--- config.mk ---
export PLATFORM = sky130hd
export DESIGN_NAME = ad9228_sample_packer
export DESIGN_NICKNAME = d
export VERILOG_FILES = /design/src/rtl/ad9228_sample_packer.sv
export SDC_FILE = /design/constraint.sdc
export NUM_CORES = 1
export LEC_CHECK = 0
export ABC_CLOCK_PERIOD_IN_PS = 3900
export BUFFER_PORTS_ARGS = -buffer_cell sky130_fd_sc_hd__buf_4
export CORE_MARGIN = 4
export CORE_UTILIZATION = 55
export DETAILED_ROUTE_END_ITERATION = 8
export PLACE_DENSITY = 0.78
export REMOVE_ABC_BUFFERS = 1
export SLEW_MARGIN = 20
export SYNTH_ARGS = -nofsm -noshare
export SYNTH_HDL_FRONTEND = slang
export SYNTH_SLANG_ARGS = --single-unit
--- constraint.sdc ---
create_clock -name dco_div4 -period 3.9 [get_ports dco_div4]
set_input_delay 0 -clock dco_div4 [delete_from_list [all_inputs] [get_ports dco_div4]]
set_output_delay 0 -clock dco_div4 [all_outputs]
set_load 0.1 [all_outputs]
--- src/rtl/ad9228_sample_packer.sv ---
// Packs 12-bit AD9228 samples densely into 32-bit words and queues them in a FWFT FIFO for AXI-stream.
// Optional macro AD9228_PACKER_TEST_PATTERN_EN adds test_mode, which substitutes a counter for the samples.
module ad9228_sample_packer #(
  parameter int DATA_WIDTH  = 12,
  parameter int FIFO_DEPTH  = 16,
  parameter int FRAME_WORDS = 96
) (
  input  logic                          dco_div4,
  input  logic                          rstn,
  input  logic                          enable,
`ifdef AD9228_PACKER_TEST_PATTERN_EN
  input  logic                          test_mode,
`endif
  input  logic [DATA_WIDTH-1:0]         des_data,
  input  logic                          des_data_valid,
  output logic [31:0]                   m_tdata,
  output logic                          m_tvalid,
  input  logic                          m_tready,
  output logic                          m_tlast,
  output logic                          overflow,
  input  logic                          clear_overflow,
  output logic [$clog2(FIFO_DEPTH):0]   fifo_level
);

  localparam int ACC_W = 44;
  localparam int AW    = $clog2(FIFO_DEPTH);
  localparam int LW    = AW + 1;
  localparam int FCW   = (FRAME_WORDS > 1) ? $clog2(FRAME_WORDS) : 1;

  if (DATA_WIDTH != 12) begin : g_bad_width
    $error("ad9228_sample_packer: DATA_WIDTH must be 12");
  end
  if (FIFO_DEPTH < 4 || (FIFO_DEPTH & (FIFO_DEPTH - 1)) != 0) begin : g_bad_depth
    $error("ad9228_sample_packer: FIFO_DEPTH must be a power of 2 and at least 4");
  end
  if (FRAME_WORDS < 1) begin : g_bad_frame
    $error("ad9228_sample_packer: FRAME_WORDS must be at least 1");
  end

  logic [DATA_WIDTH-1:0] sample;

`ifdef AD9228_PACKER_TEST_PATTERN_EN
  logic [11:0] tp_cnt_q, tp_cnt_d;

  always_comb begin
    tp_cnt_d = tp_cnt_q;
    if (!enable)             tp_cnt_d = '0;
    else if (des_data_valid) tp_cnt_d = tp_cnt_q + 12'd1;
  end

  always_ff @(posedge dco_div4 or negedge rstn) begin
    if (!rstn) tp_cnt_q <= '0;
    else       tp_cnt_q <= tp_cnt_d;
  end

  assign sample = test_mode ? tp_cnt_q : des_data;
`else
  assign sample = des_data;
`endif

  // Packing state and one-word pipeline register in front of the FIFO.
  logic [ACC_W-1:0] acc_q, acc_d;
  logic [4:0]       cnt_q, cnt_d;
  logic [FCW-1:0]   frame_cnt_q, frame_cnt_d;
  logic [31:0]      wrd_data_q, wrd_data_d;
  logic             wrd_last_q, wrd_last_d;
  logic             wrd_valid_q, wrd_valid_d;
  logic [ACC_W-1:0] merged;
  logic [5:0]       cnt_sum;
  logic             frame_end;

  // NOTE: every signal assigned in an always_comb gets a default first, so no path can infer a latch.
  always_comb begin
    acc_d       = acc_q;
    cnt_d       = cnt_q;
    frame_cnt_d = frame_cnt_q;
    wrd_data_d  = wrd_data_q;
    wrd_last_d  = wrd_last_q;
    wrd_valid_d = 1'b0;
    merged      = acc_q | ({{(ACC_W-DATA_WIDTH){1'b0}}, sample} << cnt_q);
    cnt_sum     = {1'b0, cnt_q} + 6'd12;
    frame_end   = (frame_cnt_q == FCW'(FRAME_WORDS - 1));
    if (!enable) begin
      acc_d       = '0;
      cnt_d       = '0;
      frame_cnt_d = '0;
    end else if (des_data_valid) begin
      if (cnt_sum >= 6'd32) begin
        wrd_valid_d = 1'b1;
        wrd_data_d  = merged[31:0];
        wrd_last_d  = frame_end;
        frame_cnt_d = frame_end ? '0 : frame_cnt_q + 1'b1;
        acc_d       = {32'b0, merged[ACC_W-1:32]};
        cnt_d       = 5'(cnt_sum - 6'd32);
      end else begin
        acc_d = merged;
        cnt_d = cnt_sum[4:0];
      end
    end
  end

  // FIFO control: a full FIFO still accepts a push when the head is popped in the same cycle.
  logic [AW-1:0] wr_ptr_q, wr_ptr_d, rd_ptr_q, rd_ptr_d;
  logic [LW-1:0] level_q, level_d;
  logic          ovf_q, ovf_d;
  logic          full, pop, do_write;
  logic [32:0]   mem [FIFO_DEPTH];
  logic [32:0]   head;

  assign full     = (level_q == LW'(FIFO_DEPTH));
  assign pop      = m_tvalid & m_tready;
  assign do_write = wrd_valid_q & (~full | pop);

  always_comb begin
    wr_ptr_d = do_write ? wr_ptr_q + 1'b1 : wr_ptr_q;
    rd_ptr_d = pop      ? rd_ptr_q + 1'b1 : rd_ptr_q;
    level_d  = level_q;
    case ({do_write, pop})
      2'b10:   level_d = level_q + 1'b1;
      2'b01:   level_d = level_q - 1'b1;
      default: level_d = level_q;
    endcase
    ovf_d = clear_overflow ? 1'b0 : ovf_q;
    if (wrd_valid_q && full && !pop) ovf_d = 1'b1;
  end

  // NOTE: sequential state uses non-blocking assignments so every flop samples pre-edge values.
  always_ff @(posedge dco_div4 or negedge rstn) begin
    if (!rstn) begin
      acc_q       <= '0;
      cnt_q       <= '0;
      frame_cnt_q <= '0;
      wrd_data_q  <= '0;
      wrd_last_q  <= 1'b0;
      wrd_valid_q <= 1'b0;
      wr_ptr_q    <= '0;
      rd_ptr_q    <= '0;
      level_q     <= '0;
      ovf_q       <= 1'b0;
    end else begin
      acc_q       <= acc_d;
      cnt_q       <= cnt_d;
      frame_cnt_q <= frame_cnt_d;
      wrd_data_q  <= wrd_data_d;
      wrd_last_q  <= wrd_last_d;
      wrd_valid_q <= wrd_valid_d;
      wr_ptr_q    <= wr_ptr_d;
      rd_ptr_q    <= rd_ptr_d;
      level_q     <= level_d;
      ovf_q       <= ovf_d;
    end
  end

  // NOTE: the storage array is not reset; emptiness is tracked by level_q and the outputs are gated by it.
  always_ff @(posedge dco_div4) begin
    if (do_write) mem[wr_ptr_q] <= {wrd_last_q, wrd_data_q};
  end

  assign head       = mem[rd_ptr_q];
  assign m_tvalid   = (level_q != '0);
  assign m_tdata    = m_tvalid ? head[31:0] : 32'h0;
  assign m_tlast    = m_tvalid & head[32];
  assign overflow   = ovf_q;
  assign fifo_level = level_q;

endmodule
# Word-level counts from Yosys, hierarchy flattened
# Memory sizes are Yosys's and may differ from the RTL's.
# Cells that the tools add are included.
totals:
  reg_bits: 104
  mem_bits_rw: 528
  in_bits: 18
  out_inout_bits: 40
  wordCells: 59
  memories: 1
mem_list:
  columns: ["memory", "words", "width", "read_ports", "rd_ports_with_merged_regs", "wr", "line", "source"]
  rows:
  - ["mem", 16, 33, 1, 0, 1, "107", "logic [32:0] mem [FIFO_DEPTH];"]
classes:
  addsub: 7
  magnitude_cmp: 1
  n_eq_ne: 6
  shift: 1
  n_mux: 19
  n_bitwise: 6
  n_reduce_logical: 8
op_table:
  columns: ["operator", "count"]
  rows:
  - ["44-bit two-way mux", 3]
  - ["44-bit OR", 1]
  - ["12-bit by 5-bit << shifter with 44-bit output", 1]
  - ["32-bit two-way mux", 1]
  - ["7-bit two-way mux", 4]
  - ["5-bit two-way mux", 3]
  - ["5-bit case mux with 2 select lines", 1]
  - ["5-bit by 1-bit subtractor with 5-bit output, second input constant", 2]
  - ["4-bit by 1-bit adder with 4-bit output, second input constant", 2]
  - ["7-bit by 1-bit adder with 7-bit output, second input constant", 1]
  - ["7-bit equality test, second input constant", 1]
  - ["1-bit two-way mux", 7]
  - ["5-bit by 4-bit adder with 6-bit output, second input constant", 1]
  - ["6-bit greater-or-equal comparator, second input constant", 1]
  - ["5-bit by 1-bit adder with 5-bit output, second input constant", 1]
  - ["5-bit equality test, second input constant", 1]
  - ["5-bit nonzero test", 1]
  - ["2-bit by 1-bit != test with 1-bit output, second input constant", 2]
  - ["2-bit nonzero test", 2]
  - ["1-bit bitwise AND", 3]
  - ["3-bit AND reduction", 1]
  - ["2-bit by 1-bit equality test with 1-bit output, second input constant", 1]
  - ["2-bit equality test, second input constant", 1]
  - ["1-bit logical AND", 2]
  - ["other kinds (4)", 4]

# Longest topological paths before layout
logic_depth:
  word_depth: 6
  mapped_depth: 10
  ltp_nobuf: 9

# Worst setup path before layout
# Ideal clock, no wire load.
synth_path:
  path_type: "flip-flop to flip-flop"
  startpoint: "register level_q[2] (netlist: fifo_level[2])"
  endpoint: "memory mem[3][0], enable pin"
  setup_ns: 0.464
  arrival_ns: 4.114
  required_ns: 3.436
  slack_ns: -0.679
  path_stages_with_launch: 8
  n_path_buf: 2
  synth_period_minus_slack_ns: 4.579
  path_cell_list: "dfrtp_1 -> buf_4 -> nor4_1 -> nand3b_1 -> and2_1 -> buf_2 -> nand2_1 -> nor3_1"
synth_between:
  elab_chain_cells: 6
  elab_cells_between_ends: 8
  classes_between: "1 x eq/ne; 2 x mux; 4 x bitwise; 1 x reduce/logical"
synth_lines:
  columns: ["item", "line", "source"]
  rows:
  - ["start: declaration", "104", "logic [LW-1:0] level_q, level_d;"]
  - ["start signal: assignment", "149", "level_q <= level_d;"]
  - ["5-bit nonzero test / 5-bit equality test (equally long branches)", "160, 110", null]
  - ["1-bit bitwise AND / 1-bit NOT (equally long branches)", "111, 112", null]
  - ["1-bit OR *", "112", "assign do_write = wrd_valid_q & (~full | pop);"]
  - ["1-bit bitwise AND *", "112", null]
  - ["1-bit two-way mux *", "156", "if (do_write) mem[wr_ptr_q] <= {wrd_last_q, wrd_data_q};"]
  - ["1-bit two-way mux (implied by the code) *", "156", null]
  - ["end: declaration", "107", null]
# Mark *: on every way between the ends. The rest lies on a longest branch, timed or not.

# Final worst setup path
layout_path:
  startpoint: "register level_q[1] (netlist: fifo_level[1])"
  endpoint: "output port m_tdata[19]"
layout_between:
  elab_chain_cells: 2
layout_lines:
  columns: ["item", "line", "source"]
  rows:
  - ["5-bit nonzero test", "160", "assign m_tvalid = (level_q != '0);"]
  - ["32-bit two-way mux", "161", "assign m_tdata = m_tvalid ? head[31:0] : 32'h0;"]
  - ["end: declaration", "16", "output logic [31:0] m_tdata,"]
# Every way passes these cells.

==> reports/metrics.yaml <==
timing:
  post-route-min-period_ns: 3.57
  timing.final.hold_violations: 0
  setup_viol: 0
  drv_slew: 0
  min_period_over_period_pct: 91.5
  rsz0062_at_grt: "false"
  max-slew-margin-rel_pct: 28.6
  timing.fmax_ghz: 0.280
  tightestPinTransition_ns: 1.07
  fin_skew_ns: 0.0210
  finalWorstSetupSlack_ns: 0.332
route:
  dr.pass1.iters: 7
  vias: 12870
  via_per_inst: 6.25
  drt_iter0_markers: 1467
  wirelength_mm: 56.9
  routedWlPerCell_um: 27.7
  ant_nets: 0
  drc: 0
synthesis:
  async_reset_ff_share_pct: 16.1
  ys_seq_area_share_pct: 74.4
  yosysTopAreaCell: "edfxtp_1"
  yosysWarnings: 0
  synth.avg_cell_area_um2: 18.8
  synth-edff-count: 528
  synth_top_area_share_pct: 64.2
  synth_ff_type: "edfxtp_1"
  syn_area_mm2: 0.0247
  syn-instance-count: 1316
  ys_types: 53
  synth_area_leaders: "edfxtp_1, mux4_2, dfrtp_1"
  ys_ff_latch: 629
placed_design:
  place_hpwl_mm: 32.7
  dp_slack_ns: 0.978
  gp_congestion: 0.821
  placed_cells: 1924
  port_buffers: 57
die:
  die-area_mm2: 0.0484
  rows: 77
  num_io_pins: 58
  dieHeight_um: 220
  start_util_pct: 55.7
  core_area_mm2: 0.0443
  die_w_um: 220
finish:
  mostFrequentLayoutCells: "edfxtp_1, mux4_2, dfrtp_1"
  utilization_pct: 63.6
  fin_cells: 2058
  synthToLayoutAreaGrowth_pct: 14.2
  final_common_cell: "edfxtp_1"
  drive_above_1_share_pct: 23.7
  diodes: 0
  nNetsFinal: 1443
grt:
  track_usage_pct: 24.4
  grt_antenna_before_repair: 1
  grt-ovfl-total: 0
  grt_start_max_net_pins: 68
  first_global_vias: 13279
  grt_pass1_wl_mm: 86.2
clock_tree:
  insertion_delay_ns: 0.61
  clock_path_buffers: 3
  post_cts_buffers: 0
  cts_sinks: 629
  cts_tree: "yes"
  path_clk_slew_ns: 0.06
  cts_buffers: 59
  ctsRootBufferMaster: "clkbuf_16"
  htree_levels: 2
setup_path:
  critical_path_class: "register to output pin"
  crit_fanout: 33
  worstPathArrival_ns: 3.57
  endpoint_kind: "output pin"
  r2r_start: "cnt_q[3]"
  rrSetupSlack_ns: 0.80
  worstSetupStartpointType: "register"
  reg2regPathDepth: 5
  required_ns: 3.90
  r2r-end: "acc_q[2]"
run:
  maxCapViolCount: 0
pwr:
  leakage_uw: 0.00995
  power.density_mw_per_mm2: 780
  vdd_drop_max_uv: 753
outcome:
  status: "complete, no violations"
hold_path:
  worstHoldPathType: "primary input to async pin"
-- routing by layer --
layer / vias to the layer above / part of all wire (%) / wire length (um) / global-route usage [%]
li1: 5458 / - / - / -
met1: 6683 / 40 / 22600 / 35.0
met2: 616 / 48 / 27300 / 37.7
met3: 111 / 9.8 / 5590 / 6.32
met4: 2 / 2.5 / 1440 / 6.91
met5: - / 0.012 / 7 / 0
-- per-stage QoR --
step / instance area [um^2] / TNS (ns) / power [uW] / hold WS [ns]
6_report: 28200 / 0 / 22000 / 0.0378
2_1_floorplan: 24400 / -203.40 / 14000 / -0.296
5_1_grt: 28200 / 0 / 22800 / 0.129
3_5_place_dp: 25900 / 0 / 16100 / 0.160
3_3_place_gp: 25900 / 0 / 16000 / 0.152
4_1_cts: 28200 / 0 / 22100 / 0.0562
-- Yosys cell counts, drive strengths merged (4+ instances only) --
cell and n:
a22o 5, xor2 5, edfxtp 528, o22ai 37
inv 12, and3 12, a21boi 6, nand3 7
nor3b 5, ha 9, a21oi 41, mux2 6
a211oi 5, nor3 10, mux2i 76, nand2 81
mux4 132, nand4 4, dfrtp 101, o21ai 50
buf 45, xnor2 10, and2 7, nor2b 5
nand2b 5, nor2 58, clkbuf 29
-- critical path, stage by stage, from the launching register on --
cell     delay (ns)
dfrtp_1        0.47
or3_4          0.45
nor3_4         0.25
inv_2          0.12
or2b_2         0.86
o22ai_1        0.42
buf_4          0.37
-- flip-flops by register name (all words and copies together) (netlist names), 3 cells and up --
signal	count
mem	528
acc_q	43
wrd_data_q	32
frame_cnt_q	7
fifo_level	5
rd_ptr_q	4
wr_ptr_q	4
cnt_q	3
-- kinds of logic (layout without fill, tap and decap cells) --
kind of cell / after synthesis / after routing / synth area share (%)
DFF: 629 / 629 / 74.4
muxes: 214 / 214 / 15.4
and+or+nand+nor: 204 / 204 / 3.80
AOI/OAI and AO/OA: 158 / 158 / 3.79
buffers and inverters: 87 / 237 / 1.60
xor gates and xnor gates: 15 / 15 / 0.532
adders and majority gates: 9 / 9 / 0.456
-- where the power goes --
| group | switching [uW] | total (uW) | internal [uW] | leakage [uW] |
|---|---|---|---|---|
| Combinational | 4970 | 7410 | 2440 | 0.00266 |
| Sequential | 873 | 8610 | 7740 | 0.00630 |
| Clock | 2450 | 5970 | 3520 | 0.000992 |
-- how the worst max path moves through the flow --
stage,startpoint,to,slack (ns),cells after the start
final,fifo_level[1],m_tdata[19],0.33,6
after global routing,fifo_level[1],m_tdata[19],0.19,6
after CTS,fifo_level[1],m_tdata[19],0.34,6
after detailed placement,fifo_level[1],m_tdata[19],0.98,6
after global placement,fifo_level[1],m_tdata[19],1.00,6
after floorplan,rd_ptr_q[0],m_tdata[0],-3.50,3
-- repair_timing --
item                      in CTS  in global routing
hold endpoints to repair     145                  0
gates resized for setup        0                  0
hold buffers                  23                  0
-- cell type report --
type	count	area [um^2]
Fill cell	2942	16100
Timing Repair Buffer	113	943
Sequential cell	629	18400
Clock buffer	70	1560
Clock inverter	41	470
Multi-Input combinational cell	600	6050
Tap cell	592	741
Inverter	13	48.8
Power figures use the tool's default switching activity.
